<file path="src/rtl/ex_stage.sv">
// Execute stage of a five-stage MIPS pipeline.
// Captures the decode bundle in an ID/EX register, computes logic, shift and
// arithmetic results, and runs a one-bit-per-cycle restoring divider for
// DIV/DIVU while holding the front of the pipeline through stall_o.
// Optional feature macro: EX_OVERFLOW_TRAP_EN adds signed ADD/SUB and the
// ov_o output; without it those opcodes are treated as unknown.
module ex_stage #(
  parameter int DIV_ITER = 32
) (
  input  logic        clk,
  input  logic        rst,
  input  logic [7:0]  aluop_i,
  input  logic [2:0]  alusel_i,
  input  logic [31:0] reg1_i,
  input  logic [31:0] reg2_i,
  input  logic [4:0]  w_addr_i,
  input  logic        we_i,
  output logic        stall_o,
  output logic [4:0]  w_addr_o,
  output logic        we_o,
  output logic [31:0] wdata_o,
  output logic        whilo_o,
  output logic [31:0] hi_o,
  output logic [31:0] lo_o
`ifdef EX_OVERFLOW_TRAP_EN
  ,
  output logic        ov_o
`endif
);

  localparam logic [2:0] SEL_LOGIC = 3'b001;
  localparam logic [2:0] SEL_SHIFT = 3'b010;
  localparam logic [2:0] SEL_ARITH = 3'b100;
  localparam logic [2:0] SEL_NOP   = 3'b000;

  localparam logic [7:0] OP_AND  = 8'h24;
  localparam logic [7:0] OP_OR   = 8'h25;
  localparam logic [7:0] OP_XOR  = 8'h26;
  localparam logic [7:0] OP_NOR  = 8'h27;
  localparam logic [7:0] OP_SLL  = 8'h7C;
  localparam logic [7:0] OP_SRL  = 8'h02;
  localparam logic [7:0] OP_SRA  = 8'h03;
  localparam logic [7:0] OP_ADD  = 8'h20;
  localparam logic [7:0] OP_ADDU = 8'h21;
  localparam logic [7:0] OP_SUB  = 8'h22;
  localparam logic [7:0] OP_SUBU = 8'h23;
  localparam logic [7:0] OP_SLT  = 8'h2A;
  localparam logic [7:0] OP_SLTU = 8'h2B;
  localparam logic [7:0] OP_DIV  = 8'h1A;
  localparam logic [7:0] OP_DIVU = 8'h1B;

  localparam int CW = $clog2(DIV_ITER);
  localparam logic [CW-1:0] CNT_LAST = CW'(DIV_ITER - 1);

  typedef enum logic [1:0] {
    IDLE = 2'd0,
    BUSY = 2'd1,
    DONE = 2'd2
  } div_state_t;

  // ID/EX stage register
  logic [7:0]  aluop_r;
  logic [2:0]  alusel_r;
  logic [31:0] reg1_r;
  logic [31:0] reg2_r;
  logic [4:0]  w_addr_r;
  logic        we_r;

  // Divider state
  div_state_t  state_r;
  logic [CW-1:0] cnt_r;
  logic [31:0] quo_r;
  logic [31:0] rem_r;
  logic [31:0] dvs_r;
  logic        neg_q_r;
  logic        neg_rem_r;

  logic        is_div_s;
  logic        signed_div_s;
  logic [31:0] dvd_mag_s;
  logic [31:0] dvs_mag_s;
  logic [32:0] trial_s;
  logic [32:0] diff_s;
  logic [31:0] step_rem_s;
  logic [31:0] step_quo_s;

  logic [31:0] result_s;
  logic        valid_s;
  logic [31:0] sum_s;
  logic [31:0] sub_s;
  logic [4:0]  sa_s;
`ifdef EX_OVERFLOW_TRAP_EN
  logic        ov_s;
`endif

  assign is_div_s     = (alusel_r == SEL_NOP) && ((aluop_r == OP_DIV) || (aluop_r == OP_DIVU));
  assign signed_div_s = (aluop_r == OP_DIV);
  assign dvd_mag_s    = (signed_div_s && reg1_r[31]) ? (32'h0 - reg1_r) : reg1_r;
  assign dvs_mag_s    = (signed_div_s && reg2_r[31]) ? (32'h0 - reg2_r) : reg2_r;
  assign sum_s        = reg1_r + reg2_r;
  assign sub_s        = reg1_r - reg2_r;
  assign sa_s         = reg1_r[4:0];

  // The pipeline front is held from capture of a divide until its result cycle
  assign stall_o = (state_r == BUSY) || ((state_r == IDLE) && is_div_s);

  // Capture the decode bundle unless the divider is holding the pipeline
  always_ff @(posedge clk) begin
    if (rst) begin
      aluop_r  <= 8'h0;
      alusel_r <= 3'h0;
      reg1_r   <= 32'h0;
      reg2_r   <= 32'h0;
      w_addr_r <= 5'h0;
      we_r     <= 1'b0;
    end else if (!stall_o) begin
      aluop_r  <= aluop_i;
      alusel_r <= alusel_i;
      reg1_r   <= reg1_i;
      reg2_r   <= reg2_i;
      w_addr_r <= w_addr_i;
      we_r     <= we_i;
    end
  end

  // One restoring shift-subtract step: shift the next dividend bit into the remainder
  always_comb begin
    trial_s = {rem_r, quo_r[31]};
    diff_s  = trial_s - {1'b0, dvs_r};
    if (!diff_s[32]) begin
      step_rem_s = diff_s[31:0];
      step_quo_s = {quo_r[30:0], 1'b1};
    end else begin
      step_rem_s = trial_s[31:0];
      step_quo_s = {quo_r[30:0], 1'b0};
    end
  end

  // Divider FSM; quotient bits replace dividend bits in quo_r as they shift out
  always_ff @(posedge clk) begin
    if (rst) begin
      state_r   <= IDLE;
      cnt_r     <= '0;
      quo_r     <= 32'h0;
      rem_r     <= 32'h0;
      dvs_r     <= 32'h0;
      neg_q_r   <= 1'b0;
      neg_rem_r <= 1'b0;
    end else begin
      case (state_r)
        IDLE: begin
          if (is_div_s) begin
            if (reg2_r == 32'h0) begin
              // Divide by zero: all-ones quotient, dividend passed through as remainder
              state_r   <= DONE;
              quo_r     <= 32'hFFFF_FFFF;
              rem_r     <= reg1_r;
              neg_q_r   <= 1'b0;
              neg_rem_r <= 1'b0;
            end else begin
              state_r   <= BUSY;
              cnt_r     <= '0;
              quo_r     <= dvd_mag_s;
              rem_r     <= 32'h0;
              dvs_r     <= dvs_mag_s;
              neg_q_r   <= signed_div_s && (reg1_r[31] ^ reg2_r[31]);
              neg_rem_r <= signed_div_s && reg1_r[31];
            end
          end
        end
        BUSY: begin
          rem_r <= step_rem_s;
          quo_r <= step_quo_s;
          cnt_r <= cnt_r + CW'(1);
          if (cnt_r == CNT_LAST) begin
            state_r <= DONE;
          end
        end
        DONE: begin
          // The stage register advances on this same edge, so no re-entry
          state_r <= IDLE;
        end
        default: begin
          state_r <= IDLE;
        end
      endcase
    end
  end

  // HI/LO bundle is only presented in the result cycle, with sign fixup applied
  always_comb begin
    if (state_r == DONE) begin
      whilo_o = 1'b1;
      lo_o    = neg_q_r ? (32'h0 - quo_r) : quo_r;
      hi_o    = neg_rem_r ? (32'h0 - rem_r) : rem_r;
    end else begin
      whilo_o = 1'b0;
      lo_o    = 32'h0;
      hi_o    = 32'h0;
    end
  end

  // GPR result selection; anything not decoded here produces no write
  always_comb begin
    result_s = 32'h0;
    valid_s  = 1'b0;
`ifdef EX_OVERFLOW_TRAP_EN
    ov_s     = 1'b0;
`endif
    case (alusel_r)
      SEL_LOGIC: begin
        case (aluop_r)
          OP_OR:   begin result_s = reg1_r | reg2_r;    valid_s = 1'b1; end
          OP_AND:  begin result_s = reg1_r & reg2_r;    valid_s = 1'b1; end
          OP_XOR:  begin result_s = reg1_r ^ reg2_r;    valid_s = 1'b1; end
          OP_NOR:  begin result_s = ~(reg1_r | reg2_r); valid_s = 1'b1; end
          default: begin result_s = 32'h0;              valid_s = 1'b0; end
        endcase
      end
      SEL_SHIFT: begin
        case (aluop_r)
          OP_SLL:  begin result_s = reg2_r << sa_s; valid_s = 1'b1; end
          OP_SRL:  begin result_s = reg2_r >> sa_s; valid_s = 1'b1; end
          OP_SRA:  begin result_s = $unsigned($signed(reg2_r) >>> sa_s); valid_s = 1'b1; end
          default: begin result_s = 32'h0;          valid_s = 1'b0; end
        endcase
      end
      SEL_ARITH: begin
        case (aluop_r)
          OP_ADDU: begin result_s = sum_s; valid_s = 1'b1; end
          OP_SUBU: begin result_s = sub_s; valid_s = 1'b1; end
          OP_SLT:  begin result_s = {31'h0, ($signed(reg1_r) < $signed(reg2_r))}; valid_s = 1'b1; end
          OP_SLTU: begin result_s = {31'h0, (reg1_r < reg2_r)}; valid_s = 1'b1; end
`ifdef EX_OVERFLOW_TRAP_EN
          OP_ADD: begin
            result_s = sum_s;
            valid_s  = 1'b1;
            ov_s     = (reg1_r[31] == reg2_r[31]) && (sum_s[31] != reg1_r[31]);
          end
          OP_SUB: begin
            result_s = sub_s;
            valid_s  = 1'b1;
            ov_s     = (reg1_r[31] != reg2_r[31]) && (sub_s[31] != reg1_r[31]);
          end
`endif
          default: begin result_s = 32'h0; valid_s = 1'b0; end
        endcase
      end
      default: begin
        // NOP and divides never write a GPR
        result_s = 32'h0;
        valid_s  = 1'b0;
      end
    endcase
  end

  assign w_addr_o = w_addr_r;
  assign wdata_o  = valid_s ? result_s : 32'h0;
`ifdef EX_OVERFLOW_TRAP_EN
  assign we_o     = valid_s && we_r && !ov_s;
  assign ov_o     = ov_s;
`else
  assign we_o     = valid_s && we_r;
`endif

endmodule

</file>
<file path="config.mk">
export PLATFORM = sky130hd
export DESIGN_NAME = ex_stage
export DESIGN_NICKNAME = d
export VERILOG_FILES = /design/src/rtl/ex_stage.sv
export SDC_FILE = /design/constraint.sdc
export NUM_CORES = 1
export LEC_CHECK = 0
export BUFFER_PORTS_ARGS = -buffer_cell sky130_fd_sc_hd__buf_4
export CAP_MARGIN = 20
export CORE_MARGIN = 2
export CORE_UTILIZATION = 25
export CTS_CLUSTER_SIZE = 28
export DETAILED_ROUTE_END_ITERATION = 16
export PLACE_DENSITY = 0.41
export SLEW_MARGIN = 20
export SYNTH_ARGS = -nofsm -noshare
export SYNTH_HDL_FRONTEND = slang
export SYNTH_SLANG_ARGS = --single-unit
</file>
<file path="constraint.sdc">
create_clock -name clk -period 5.2 [get_ports clk]
set_input_delay 0.26 -clock clk [delete_from_list [all_inputs] [get_ports clk]]
set_output_delay 0.26 -clock clk [all_outputs]
set_load 0.05 [all_outputs]
</file>
=== Word-level counts from Yosys, hierarchy flattened ===
Cells that the tools add are included.

* Flip-flop bits (word level): 186

* Muxes and demuxes: 33
* Equality and inequality tests: 22
* $add $sub $neg: 8
* Shift operators: 3
* Magnitude comparators: 2
* Bitwise operators: 6
* Reductions and logical operators: 20

{| class="wikitable"
|+ Operators by type and width
! operator !! count
|-
| $mux 32 || 12
|-
| $pmux 32 s4 || 2
|-
| $pmux 32 s3 || 2
|-
| $pmux 32 s2 || 2
|-
| $sub 1x32->32 const A || 4
|-
| $eq 8x6->1 const B || 8
|-
| $lt 32x32->1 || 2
|-
| $sub 33x32->33 || 1
|-
| $add 32x32->32 || 1
|-
| $and 32x32->32 || 1
|-
| $logic_not 32->1 || 1
|-
| $not 32->32 || 1
|-
| $or 32x32->32 || 1
|-
| $shl 32x5->32 || 1
|-
| $shr 32x5->32 || 1
|-
| $sshr 32x5->32 || 1
|-
| $sub 32x32->32 || 1
|-
| $xor 32x32->32 || 1
|-
| $eq 8x2->1 const B || 2
|-
| $eq 8x5->1 const B || 2
|-
| $mux 5 || 2
|-
| $pmux 5 s2 || 1
|-
| $eq 8x7->1 const B || 1
|-
| $reduce_or 4->1 || 2
|-
| 23 further kinds || 41
|}

=== Depth between registers and ports, before layout ===
* Depth after elaboration: 6
* Gate-level depth with buffers: 17

=== Worst setup path before layout ===
Ideal clock, no wire load.

* Path type: flip-flop to output port
* Start point: register reg1_r[0]
* End point: output wdata_o[30]
* Path slack: 0.136 ns
* Cell stages (with the launch flop): 18
* Arrival: 4.804 ns
* Data required time: 4.940 ns
* Path buffers: 3
* Cell sequence: dfxtp_1 -> clkbuf_1 -> inv_1 -> buf_1 -> buf_1 -> ha_1 -> inv_1 -> fa_1 -> nor2b_1 -> o211ai_1 -> a31oi_1 -> nor2_1 -> o21ai_0 -> a31oi_1 -> o21ai_0 -> a211oi_1 -> mux2_2 -> o211ai_1

* Word-level cells in the longest chain between the ends: 4
* Elaborated cells between the ends (all ways): 9
* Those cells by class: 2 x add/sub; 3 x shift; 4 x mux

{| class="wikitable"
|+ Ends and longest elaborated chain
! item !! RTL line !! RTL
|-
| from (decl) || 64 || <nowiki>logic [31:0] reg1_r;</nowiki>
|-
| from (signal assigned) || 119 || <nowiki>reg1_r <= reg1_i;</nowiki>
|-
| $sub 32x32->32 (tied with other cells) || 101 || <nowiki>assign sub_s = reg1_r - reg2_r;</nowiki>
|-
| $pmux 32 s4 or $pmux 32 s3 (tied branches) || 229, 221 ||
|-
| $pmux 32 s3 (*) || 210 || <nowiki>case (alusel_r)</nowiki>
|-
| $mux 32 (*) || 258 || <nowiki>assign wdata_o = valid_s ? result_s : 32'h0;</nowiki>
|-
| to (decl) || 21 || <nowiki>output logic [31:0] wdata_o,</nowiki>
|}

Every way passes the cells marked *; elsewhere a longest branch is shown, timed or not.

=== Worst setup path after layout ===
* Start point: register reg2_r[4]
* End point: output wdata_o[30]

* Word-level cells in the longest chain between the ends: 4
* Elaborated cells between the ends (all ways): 9
* Those cells by class: 2 x add/sub; 3 x shift; 4 x mux

{| class="wikitable"
|+ Ends and longest elaborated chain
! item !! RTL line !! RTL
|-
| from (decl) || 65 || <nowiki>logic [31:0] reg2_r;</nowiki>
|-
| from (signal assigned) || 120 || <nowiki>reg2_r <= reg2_i;</nowiki>
|-
| $sub 32x32->32 (tied with other cells) || 101 ||
|-
| $pmux 32 s4 or $pmux 32 s3 (tied branches) || 229, 221 ||
|-
| $pmux 32 s3 (*) || 210 ||
|-
| $mux 32 (*) || 258 ||
|}

Marks and branches as above.

==> flow_summary.toml <==
[cells_and_area]
diodes = 0
layoutNonFillerInstCount = 4081
drive_gt1_frac = 0.1372
fin_nets = 3221
final_util = 0.2955
syn2layout_area_growth_pct = 17.14

[synth]
yosysSeqAreaShare = 0.1801
yosys_warnings = 0
netlist_area_um2 = 20680
syn_area_per_cell_um2 = 7.122
ys.flop_type = "dfxtp_1"
netlist_instances = 2903
synth_area_leaders = "dfxtp_1 18%, ha_1 8.3%, nor2_1 6.9%, a21oi_1 6.6%, nand2_1 6.3%"
synth.most_common_cell = "nor2_1"
synthTopCellsByCount = "382 x nor2_1, 346 x nand2_1, 272 x a21oi_1"
syn-num-nets = 3126
async_flop_share = 0
yosysTopAreaCell = "dfxtp_1"
synth_top_area_frac = 0.1801
synth_cell_types = 69
synth_seq_cells = 186
synth-edff-count = 0

[worst_setup_path]
start_kind = "register"
cp-end-kind = "output port"
crit_path_max_fanout = 10
cp_slowest_cell = "dfxtp_1"
startpoint = "reg2_r[4]"
worstReg2RegEnd = "rem_r[24]"
cpPeakStageDelay_ps = 560
reg2reg_from = "rem_r[0]"
required_ps = 4940
critical_path_arrival_ps = 4610
crit_type = "register to output port"
r2r_slack_ps = 870
worstSetupEndpoint = "wdata_o[30]"
reg2reg_depth = 12
cp_cell_sequence = "inv_1, ha_1, nor2_1, a221oi_2, a31oi_1, nor2_1, o21ai_0, a31oi_2, o21ai_0, a211oi_1, mux2_2, o211ai_1, buf_4"

[run_status]
status = "finished, final reports clean"

[timing]
rsz0062_at_grt = "false"
hold_viol = 0
relSlewSlack = 0.2879
worst_slack_ps = 325.6
skew_ps = 18.43
drv_slew = 0
final-setup-viol-count = 0
clock.fmax_ghz = 0.2052
tns_ps = 0
period_minus_slack_ps = 4874
period_share = 0.9374
tightest_slew_ps = 1058

[placed_design]
place.gp.congestion = 0.9878
pre_cts_slack_ps = 636.5
dp_hpwl_um = 83460
dp.cells = 4020
io_buffers = 186

[floorplan]
initial_core_util = 0.2522
die_y_um = 291.6
io_pins = 187
core_area_um2 = 81980
rows = 105
dieArea_um2 = 85020
die_w_um = 291.6

[grt]
grt_max_degree = 105
grt.overflow.total = 0
antenna_found_initial = 9
grt_first_pass_wirelength_um = 153100
grt_pass1_vias = 21590
grt_use_total = 0.2424

[pwr]
irDropWorstVdd_mv = 0.2770
cellPowerDensity_nw_per_um2 = 293.5
p_leak_nw = 9.353

[clock_tree]
cts_sinks = 186
cts-root-buf = "clkbuf_16"
cts_buffer_depth = 2
cts_tree = "built"
insertion_delay_ps = 500
post-cts-setup-buffer-count = 0
cts_buffers = 17
clk_pin_slew_ps = 80
ctsHtreeMaxLevel = 4

[route]
ant_nets = 0
detailedRoute.firstPassIterationCount = 6
vias = 22700
post-route-drc-count = 0
routed_wl_um = 105800
routed_via_density = 5.562
drtIter0Drc = 2152
wl_per_cell_um = 25.92

[min_path]
hp-class = "input pin to register"

[run]
drv_cap = 0
==> area by class of cell <==
type | instances | area, um2
clock inverter | 14 | 158.9
tap | 1070 | 1339
fill | 9144 | 57760
sequential | 186 | 3745
timing repair buffer | 301 | 2374
multi-input combinational | 2352 | 15650
clock buffer | 18 | 429.2
inverter | 140 | 528.0
==> worst min path at each step <==
stage	start	slack, ps	endpoint	depth (start not counted)
floorplan	aluop_i[0]	400	aluop_r[0]	2
global placement	w_addr_o[4]	440	w_addr_o[4]	2
detailed placement	w_addr_o[0]	450	w_addr_o[0]	2
CTS	reg1_i[29]	5	reg1_r[29]	3
global route	reg1_i[31]	40	reg1_r[31]	3
finish	reg1_i[4]	40	reg1_r[4]	3
==> power breakdown <==
part | switching (mW) | internal [mW] | leakage (nW)
combinational | 2.42 | 1.51 | 7.55
clock | 0.727 | 0.681 | 0.279
sequential | 0.219 | 1.56 | 1.53
total | 3.36 | 3.75 | 9.35
==> sequential cells by signal, summed over array words and instances (netlist names) <==
register	flops
cnt_r	5
neg_rem_r	1
neg_q_r	1
we_r	1
dvs_r	32
w_addr_o	5
rem_r	32
quo_r	32
aluop_r	8
reg2_r	32
reg1_r	32
state_r	2
alusel_r	3
==> metrics by stage <==
stage	hold slack (ps)	cell area [um2]	total power, mW
floorplan	400.5	20680	4.429
global placement	441.5	23320	5.667
detailed placement	452.2	23320	5.656
CTS	5.475	24200	7.117
global route	35.81	24220	7.558
finish	42.13	24220	7.109
==> worst max-delay path: cells and delay by family (launching register included) <==
kind                       cells  cell delay, ps
AOI/OAI and AO/OA              7            1900
DFF                            1             560
buffers and inverters          2             450
adders and majority gates      1             440
and+or+nand+nor                2             390
muxes                          1             360
==> routing by layer <==
layer / wire length, um / global-route usage / vias to the layer above
met3: 5668 / 0.02877 / 147
li1: - / - / 10600
met2: 47990 / 0.3883 / 878
met4: 4456 / 0.09907 / 2
met5: 13 / 0 / -
met1: 47660 / 0.3296 / 11080
==> kinds of logic after synthesis <==
kind of cell,Yosys count,share of synthesized area
simple gates,990,0.2096
compound gates,865,0.2654
buf+inv,365,0.06675
xor+xnor,205,0.08684
flops,186,0.1801
mux,152,0.1055
fa+ha+maj,140,0.08581
==> layout by cell type, fill, tap and decap left out, drive strengths merged, types with 27 or more instances in the layout <==
cell / synthesis / final
xnor2: 139 / 139
nor2: 382 / 382
dlygate4sd3: 0 / 29
nand2: 346 / 346
mux2i: 93 / 93
o31ai: 42 / 42
dfxtp: 186 / 186
mux4: 52 / 52
ha: 137 / 137
nand2b: 27 / 27
nand3: 36 / 36
o21ai: 176 / 176
xor2: 66 / 66
inv: 139 / 145
a211oi: 51 / 51
a22oi: 28 / 28
buf: 43 / 272
o211ai: 27 / 27
nor3: 60 / 60
a21o: 28 / 28
o22ai: 37 / 37
a21oi: 272 / 272
==> timing repair <==
action                     CTS  global route
hold buffers                29             0
hold endpoints to repair    29             0
setup endpoints to repair    0             2
gates resized for setup      0             5
(Power assumes the default switching activity.)
